### src/rtl/turn_sequencer.sv
// Battleships turn sequencer: runs the shot/answer exchange between the local
// game logic, the own-ship board RAM and the board-to-board UART link.
//
// state     | meaning
// ----------+----------------------------------------------------------
// IDLE      | no game running, waiting for start
// MY_TURN   | local player may fire
// SEND_SHOT | shot byte offered to UART TX
// WAIT_ANS  | waiting for opponent answer, timeout/resend armed
// OPP_TURN  | waiting for opponent shot byte
// LOOKUP    | latched shot address presented to board RAM, result sampled
// SEND_ANS  | answer byte offered to UART TX
// GAME_OVER | game ended, only start is honoured
module turn_sequencer #(
   parameter int unsigned GRID_N         = 10,
   parameter int unsigned SHIP_CELLS     = 17,
   parameter int unsigned TIMEOUT_CYCLES = 100_000_000,
   parameter int unsigned MAX_RETRY      = 3
) (
   input  logic       clk,
   input  logic       rst,
   input  logic       start,
   input  logic       first_player,
   input  logic       fire_req,
   input  logic [7:0] fire_pos,
   output logic [7:0] tx_data,
   output logic       tx_valid,
   input  logic       tx_ready,
   input  logic [7:0] rx_data,
   input  logic       rx_valid,
   output logic [7:0] board_addr,
   input  logic       board_rd_data,
   output logic       my_turn,
   output logic [1:0] answer,
   output logic       answer_valid,
   output logic [7:0] opp_shot_pos,
   output logic       opp_shot_valid,
   output logic       opp_shot_hit,
   output logic [4:0] my_hits,
   output logic [4:0] opp_hits,
   output logic       game_over,
   output logic       win,
   output logic       link_err
);

   localparam int unsigned TW = ($clog2(TIMEOUT_CYCLES) > 27) ? $clog2(TIMEOUT_CYCLES) : 27;
   localparam logic [TW-1:0] TMO_LOAD  = TW'(TIMEOUT_CYCLES - 1);
   localparam logic [4:0]    SHIP      = 5'(SHIP_CELLS);
   localparam logic [4:0]    GRID      = 5'(GRID_N);
   localparam logic [7:0]    RETRY_MAX = 8'(MAX_RETRY);
   localparam logic [7:0]    ANS_HIT   = 8'hA1;
   localparam logic [7:0]    ANS_MISS  = 8'hA0;

   typedef enum logic [2:0] {
      IDLE, MY_TURN, SEND_SHOT, WAIT_ANS, OPP_TURN, LOOKUP, SEND_ANS, GAME_OVER
   } state_t;

   state_t        state, state_nx;
   logic [7:0]    shot_pos;
   logic [TW-1:0] tmo_cnt;
   logic [7:0]    retry_cnt;
   logic [7:0]    retry_inc;
   logic [4:0]    my_hits_inc;
   logic [4:0]    opp_hits_inc;
   logic          hs, fire_ok, rx_shot_ok, rx_hit, rx_miss, tmo_exp, begin_game;

   assign hs           = tx_valid & tx_ready;
   assign fire_ok      = ({1'b0, fire_pos[7:4]} < GRID) && ({1'b0, fire_pos[3:0]} < GRID);
   assign rx_shot_ok   = ({1'b0, rx_data[7:4]} < GRID) && ({1'b0, rx_data[3:0]} < GRID);
   assign rx_hit       = rx_valid && (rx_data == ANS_HIT);
   assign rx_miss      = rx_valid && (rx_data == ANS_MISS);
   assign tmo_exp      = (tmo_cnt == '0);
   assign retry_inc    = retry_cnt + 8'd1;
   assign my_hits_inc  = (my_hits < SHIP) ? my_hits + 5'd1 : my_hits;
   assign opp_hits_inc = (opp_hits < SHIP) ? opp_hits + 5'd1 : opp_hits;
   assign begin_game   = start && ((state == IDLE) || (state == GAME_OVER));
   assign my_turn      = (state == MY_TURN);
   assign game_over    = (state == GAME_OVER);

   // state register
   always_ff @(posedge clk or posedge rst) begin
      if (rst) state <= IDLE;
      else     state <= state_nx;
   end

   // next-state decode; an rx answer takes priority over a same-cycle timeout
   always_comb begin
      state_nx = state;
      case (state)
         IDLE, GAME_OVER:
            if (start) state_nx = first_player ? MY_TURN : OPP_TURN;
         MY_TURN:
            if (fire_req && fire_ok) state_nx = SEND_SHOT;
         SEND_SHOT:
            if (hs) state_nx = WAIT_ANS;
         WAIT_ANS:
            if (rx_hit)       state_nx = (my_hits_inc == SHIP) ? GAME_OVER : MY_TURN;
            else if (rx_miss) state_nx = OPP_TURN;
            else if (tmo_exp) state_nx = (retry_inc <= RETRY_MAX) ? SEND_SHOT : IDLE;
         OPP_TURN:
            if (rx_valid && rx_shot_ok) state_nx = LOOKUP;
         LOOKUP:
            state_nx = SEND_ANS;
         SEND_ANS:
            if (hs) begin
               if (!opp_shot_hit)         state_nx = MY_TURN;
               else if (opp_hits == SHIP) state_nx = GAME_OVER;
               else                       state_nx = OPP_TURN;
            end
         default:
            state_nx = IDLE;
      endcase
   end

   // datapath: tx register, timers, hit counters and result flags
   always_ff @(posedge clk or posedge rst) begin
      if (rst) begin
         tx_data        <= '0;
         tx_valid       <= 1'b0;
         board_addr     <= '0;
         answer         <= '0;
         answer_valid   <= 1'b0;
         opp_shot_pos   <= '0;
         opp_shot_valid <= 1'b0;
         opp_shot_hit   <= 1'b0;
         my_hits        <= '0;
         opp_hits       <= '0;
         win            <= 1'b0;
         link_err       <= 1'b0;
         shot_pos       <= '0;
         tmo_cnt        <= '0;
         retry_cnt      <= '0;
      end else begin
         answer_valid   <= 1'b0;
         opp_shot_valid <= 1'b0;

         if (begin_game) begin
            my_hits      <= '0;
            opp_hits     <= '0;
            retry_cnt    <= '0;
            answer       <= '0;
            win          <= 1'b0;
            opp_shot_pos <= '0;
            opp_shot_hit <= 1'b0;
         end

         if (state == MY_TURN && fire_req && fire_ok)
            shot_pos <= fire_pos;

         // byte is loaded once on entry and held untouched until accepted
         if (state == SEND_SHOT || state == SEND_ANS) begin
            if (!tx_valid) begin
               tx_valid <= 1'b1;
               tx_data  <= (state == SEND_SHOT) ? shot_pos
                                                : (opp_shot_hit ? ANS_HIT : ANS_MISS);
            end else if (tx_ready) begin
               tx_valid <= 1'b0;
            end
         end

         if (state == SEND_SHOT && hs)
            tmo_cnt <= TMO_LOAD;

         if (state == WAIT_ANS) begin
            if (rx_hit || rx_miss) begin
               answer       <= rx_hit ? 2'b10 : 2'b01;
               answer_valid <= 1'b1;
               retry_cnt    <= '0;
               if (rx_hit) begin
                  my_hits <= my_hits_inc;
                  if (my_hits_inc == SHIP) win <= 1'b1;
               end
            end else if (tmo_exp) begin
               retry_cnt <= retry_inc;
               if (retry_inc > RETRY_MAX) link_err <= 1'b1;
            end else begin
               tmo_cnt <= tmo_cnt - TW'(1);
            end
         end

         if (state == OPP_TURN && rx_valid && rx_shot_ok)
            board_addr <= rx_data;

         if (state == LOOKUP) begin
            opp_shot_valid <= 1'b1;
            opp_shot_pos   <= board_addr;
            opp_shot_hit   <= board_rd_data;
            if (board_rd_data) opp_hits <= opp_hits_inc;
         end
      end
   end

endmodule

### config.mk
export PLATFORM = sky130hd
export DESIGN_NAME = turn_sequencer
export DESIGN_NICKNAME = d
export VERILOG_FILES = /design/src/rtl/turn_sequencer.sv
export SDC_FILE = /design/constraint.sdc
export NUM_CORES = 1
export LEC_CHECK = 0
export BUFFER_PORTS_ARGS = -buffer_cell sky130_fd_sc_hd__buf_2
export CAP_MARGIN = 0
export CORE_MARGIN = 2
export CORE_UTILIZATION = 27
export DETAILED_ROUTE_END_ITERATION = 16
export GPL_ROUTABILITY_DRIVEN = 0
export PLACE_DENSITY = 0.56
export SETUP_SLACK_MARGIN = 0.3
export SLEW_MARGIN = 40
export SYNTH_ARGS = -nofsm -noshare
export SYNTH_HDL_FRONTEND = slang
export SYNTH_SLANG_ARGS = --single-unit
### constraint.sdc
create_clock -name clk -period 2.7 [get_ports clk]
set_clock_uncertainty 0.1 [all_clocks]
set_input_delay 0 -clock clk [delete_from_list [all_inputs] [get_ports clk]]
set_output_delay 0 -clock clk [all_outputs]
set_load 0.005 [all_outputs]
# Yosys cells after proc, flatten, opt, wreduce, memory -nomap -nowiden

Index checks and enable logic that the tools add are counted.

Flip-flop bits (word level): 88
Input bits: 24
Output and inout port bits: 44
Word-level logic and storage cells: 122

Add/subtract/negate cells: 4
Order comparisons: 8
Eq/ne operators: 18
Muxes and demuxes: 51
Bitwise gates (word level): 3
Reduce and logical (&&, ||, !) cells: 22

Operators by type and width:

| cell                    | number |
|---|---|
| $mux W27                | 4 |
| $mux W8                 | 7 |
| $mux W5                 | 9 |
| $mux W3                 | 11 |
| $logic_not A27 Y1       | 1 |
| $sub A27 B1 Y27 const B | 1 |
| $pmux W3 S7             | 1 |
| $eq A8 B8 Y1 const B    | 2 |
| $lt A4 B4 Y1 const B    | 4 |
| $mux W1                 | 13 |
| $eq A3 B3 Y1 const B    | 4 |
| $logic_and A1 B1 Y1     | 12 |
| $mux W2                 | 6 |
| $add A5 B1 Y5 const B   | 2 |
| $eq A5 B5 Y1 const B    | 2 |
| $lt A5 B5 Y1 const B    | 2 |
| $add A8 B1 Y8 const B   | 1 |
| $gt A8 B2 Y1 const B    | 1 |
| $le A8 B2 Y1 const B    | 1 |
| $ne A2 B2 Y1 const B    | 4 |
| $eq A3 B2 Y1 const B    | 2 |
| $reduce_and A6 Y1       | 1 |
| $ne A4 B4 Y1 const B    | 1 |
| $reduce_and A4 Y1       | 1 |
| 10 further kinds        | 13 |

# Logic depth before layout (Yosys ltp)

Word-level depth: 8
Mapped depth: 8
Depth with buffers taken out: 7

# Worst setup path before layout

OpenSTA, ideal clock, no wires.

Path kind: flip-flop to flip-flop
Start point: register tmo_cnt[2]
End point: register state[0]
Library setup time: 0.125 ns
Arrival time: 2.483 ns
Data required time: 2.475 ns
Setup slack: -0.008 ns
Stages on the path, launching flop included: 7
Path buffers: 1
Clock period less this slack: 2.708 ns
Cells stage by stage: dfrtp_1 or4_1 buf_2 or4_4 o21ai_0 and3_1 mux2_2

Longest elaborated chain between the ends: 3

Ends and longest elaborated chain:

| item                               | line | text |
|---|---|---|
| from (decl)                        | 60   | `logic [TW-1:0] tmo_cnt;` |
| from (signal assigned)             | 177  | `tmo_cnt <= tmo_cnt - TW'(1);` |
| $logic_not A27 Y1                  | 72   | `assign tmo_exp = (tmo_cnt == '0);` |
| $ne A4 B4 Y1 (no source line)      | -    |  |
| $reduce_and A6 Y1 (no source line) | -    |  |
| to (signal assigned)               | 83   | `else state <= state_nx;` |
| to (decl)                          | 58   | `state_t state, state_nx;` |

Every way passes these cells.
A chain may end at the register's enable or synchronous reset.

# Worst setup path after layout

Start point: register tmo_cnt[0]
End point: register retry_cnt[3]

Longest elaborated chain between the ends: 4

Ends and longest elaborated chain:

| item                 | line | text |
|---|---|---|
| $logic_not A27 Y1    | 72   |  |
| $mux W8              | 173  | `end else if (tmo_exp) begin` |
| $mux W8              | 165  | `if (rx_hit \|\| rx_miss) begin` |
| $mux W8              | 164  | `if (state == WAIT_ANS) begin` |
| to (signal assigned) | 174  | `retry_cnt <= retry_inc;` |
| to (decl)            | 61   | `logic [7:0] retry_cnt;` |

Every way passes these cells.

==> run_results.csv <==
group,metric,value,unit
timing,finalCritPeriodShare,88.5,%
synth,yosysUniqueCellTypes,57,
worst_setup_path,critPathArrivalTime,2.56,ns
clocking,clock_latency,0.34,ns
synth,synth_fa_ha_area_share,1.70,%
global_routing,grt_pass1_wl,19100,um
floorplan,core,15900,sq um
synth,ys.flop_type,"dfrtp_1",
outcome,status,"complete, no violations",
worst_setup_path,r2r.worst_path.cells,8,
timing,fin_ws,0.310,ns
layout,n_antenna_cell,0,
pwr,power,4.77,mW
timing,whs,0.0514,ns
synth,synth-seq-cells,88,
synth,synth_compound_area_share,14.7,%
clocking,cts.clk_slew.worst_paths,0.07,ns
layout,mostFrequentLayoutCells,"88 x dfrtp_1, 67 x buf_2, 58 x nand2_1, 38 x o21ai_0, 27 x buf_4",
layout,final_common_cell,"dfrtp_1",
layout,post-route-util,35.8,%
floorplan,ios,68,
timing,rsz0062_at_grt,"yes",
synth,async_flop_share,100,%
global_routing,grt.total_usage,13.2,%
hold_path,hold_depth,5,
clocking,cts-root-buf,"clkbuf_16",
worst_setup_path,cp_num_buf_inv,2,
worst_setup_path,r2r_slack,0.31,ns
timing,drv_slew,0,
global_routing,use_met3,2.08,%
pwr,irDropWorstVdd,0.000467,V
synth,synth_top_area_cell,"dfrtp_1",
placed_design,port_buffers,67,
synth,synthXorXnorAreaFrac,0.793,%
layout,nNetsFinal,588,
timing,setup_viol,0,
floorplan,die-area,17400,sq um
global_routing,grtUsageMet1,17.8,%
placed_design,post-place-ws,0.154,ns
global_routing,grt_use_met2,21.6,%
timing,setup_tns,0,ns
worst_setup_path,crit_chain,"inv_1 -> ha_1 -> nor4b_1 -> nand4_1 -> buf_4 -> or3_4 -> or3_1 -> o21ai_1",
global_routing,grt_max_degree,43,
placed_design,hpwl,8140,um
flow_run,cap_violations,0,
worst_setup_path,rr_endpoint,"retry_cnt[3]$_DFF_PP0_",
layout,drive_gt1_share,25.5,%
layout,syn_to_final_growth,29.3,%
placed_design,dp_cells,737,
synth,syn_area,4420,sq um
pwr,clock_power_share,26.3,%
synth,ys_seq_area_share,49.8,%
worst_setup_path,startpoint,"tmo_cnt[0]$_DFF_PP0_",
worst_setup_path,r2r-start,"tmo_cnt[0]$_DFF_PP0_",
synth,yosys.area_share.simple,23.1,%
routing,antenna_left,0,
clocking,cts_made_buffers,9,
pwr,p_leak,2.51,nW
synth,synth_edf_count,0,
synth,synthMuxAreaShare,7.05,%
worst_setup_path,worst-setup-path-type,"reg2reg",
floorplan,rows,46,
hold_path,worstHoldEndpoint,"state[1]$_DFFE_PP0P_",
timing,timing_hold_violations_final,0,
synth,syn_area_per_cell,9.74,sq um
routing,drt_iter0_markers,205,
worst_setup_path,cpPeakStageDelay,0.42,ns
routing,vias_per_cell,5.02,
routing,wl,11300,um
global_routing,grt-busiest-layer,"met2",
timing,slew_headroom,45.6,%
floorplan,die_w,132,um
clocking,cts_tree,"built",
routing,drc,0,
floorplan,die-height,132,um
clocking,cts_sinks,88,
synth,synth_nets,484,
worst_setup_path,crit_family,"simple AND/OR/NAND/NOR gates",
layout,final_area,5710,sq um
clocking,clk_path_buf_depth,2,
routing,routedWlPerCell,14.6,um
timing,min_period,2.39,ns
routing,vias,3899,
layout,fin_cells,777,
pwr,p_seq_share,43.3,%
global_routing,antenna_found_initial,0,
pwr,sw_frac_of_total,33.5,%
synth,synth_top_cell_area_share,49.8,%
pwr,internal_power,3.17,mW
global_routing,gr-total-overflow,0,
hold_path,hp-class,"in2reg",
pwr,comb_power_share,30.4,%
worst_setup_path,endpoint_kind,"flop",
worst_setup_path,critPathSlowestCell,"or3_4",
clocking,htree_num_levels,3,
timing,worst_pin_slew,0.805,ns
pwr,switching_power,1.60,mW
worst_setup_path,critPathRequiredTime,2.87,ns
worst_setup_path,cp-start-kind,"flop",
timing,fmax,418,MHz
global_routing,grt_pass1_vias,3813,
synth,synthCells,454,
routing,drtPass1Iterations,4,
pwr,power_density,836,nW/um^2
synth,synth_top_family_by_area,"simple AND/OR/NAND/NOR gates",
worst_setup_path,cp_max_fo,7,
synth,yosys-top-cells-area,"dfrtp_1 50%, nand2_1 4.9%, o21ai_0 4.5%",
hold_path,hold_start,"fire_req",
synth,yosysWarnings,0,
floorplan,start_util,27.7,%
placed_design,placed_area,5110,sq um
## Yosys cell counts (all sizes together), types with 4 or more instances
library cell	instances
dfrtp	88
nand2	58
o21ai	40
nor2	24
clkbuf	20
nand3	20
mux2	17
or3	15
a21oi	14
nor3	13
inv	12
mux2i	12
nand2b	7
nand3b	7
nand4	7
nor4	7
a31oi	6
ha	6
or4	6
a211oi	5
and3	5
nor4b	4
o211ai	4
o31ai	4
## cells by family (layout without fill, tap and decap cells)
| group | Yosys count | count (layout) |
|---|---|---|
| AO/OA/AOI/OAI | 102 | 102 |
| XOR/XNOR | 4 | 4 |
| adder cells (fa/ha/maj) | 6 | 6 |
| buffers and inverters | 33 | 140 |
| flip-flops | 88 | 88 |
| multiplexers | 29 | 29 |
| AND/OR/NAND/NOR | 192 | 192 |
## state kept, by name (all words and copies together), names as in the netlist, 2 cells and up
| signal | count |
|---|---|
| tx_data | 8 |
| opp_hits | 5 |
| tmo_cnt | 27 |
| board_addr | 8 |
| shot_pos | 8 |
| answer | 2 |
| opp_shot_pos | 8 |
| retry_cnt | 8 |
| state | 3 |
| my_hits | 5 |
## worst max-delay path by stage
| stage | end | slack [ns] | depth (start not counted) |
|---|---|---|---|
| floorplan | retry_cnt[3]$_DFF_PP0_ | 0.23 | 7 |
| global placement | retry_cnt[3]$_DFF_PP0_ | 0.16 | 5 |
| detailed placement | retry_cnt[3]$_DFF_PP0_ | 0.15 | 5 |
| CTS | retry_cnt[3]$_DFF_PP0_ | 0.29 | 5 |
| global route | retry_cnt[3]$_DFF_PP0_ | 0.17 | 8 |
| finish | retry_cnt[3]$_DFF_PP0_ | 0.31 | 8 |
## worst min-delay path, stage by stage
cell and delay [ns]:
buf_2 0.10, nand3_1 0.10, a32oi_1 0.11, nand2b_1 0.10, a31oi_1 0.04
## power groups by stage
stage	logic (mW)	registers, mW	clock network (mW)
after global routing	1.64	2.14	1.33
after global placement	1.32	2.06	0
after detailed placement	1.35	2.08	0
after CTS	1.41	2.06	1.29
after floorplan	0.893	2.00	0
final	1.45	2.07	1.25
## per-layer routing
| layer | routed length, um | vias up |
|---|---|---|
| met5 | 0 | - |
| met1 | 5180 | 1904 |
| met3 | 444 | 14 |
| met4 | 176 | 0 |
| met2 | 5530 | 93 |
| li1 | - | 1888 |
## final cells by class
cell class                      count  area, sq um
Clock buffer                       11          253
Clock inverter                      3         42.5
Fill cell                        1607        10200
Inverter                           12         47.5
Multi-Input combinational cell    333         2160
Sequential cell                    88         2200
Tap cell                          216          270
Timing Repair Buffer              114          738
## repair_timing
item,4_1_cts,5_1_grt
hold buffers,20,0
gates resized for setup,4,11
cloned,0,0
setup buffers,2,4
endpoints found under the setup margin,12,18
pin swaps,2,3
endpoints found under the hold margin,61,0
Power figures use the tool's default switching activity.
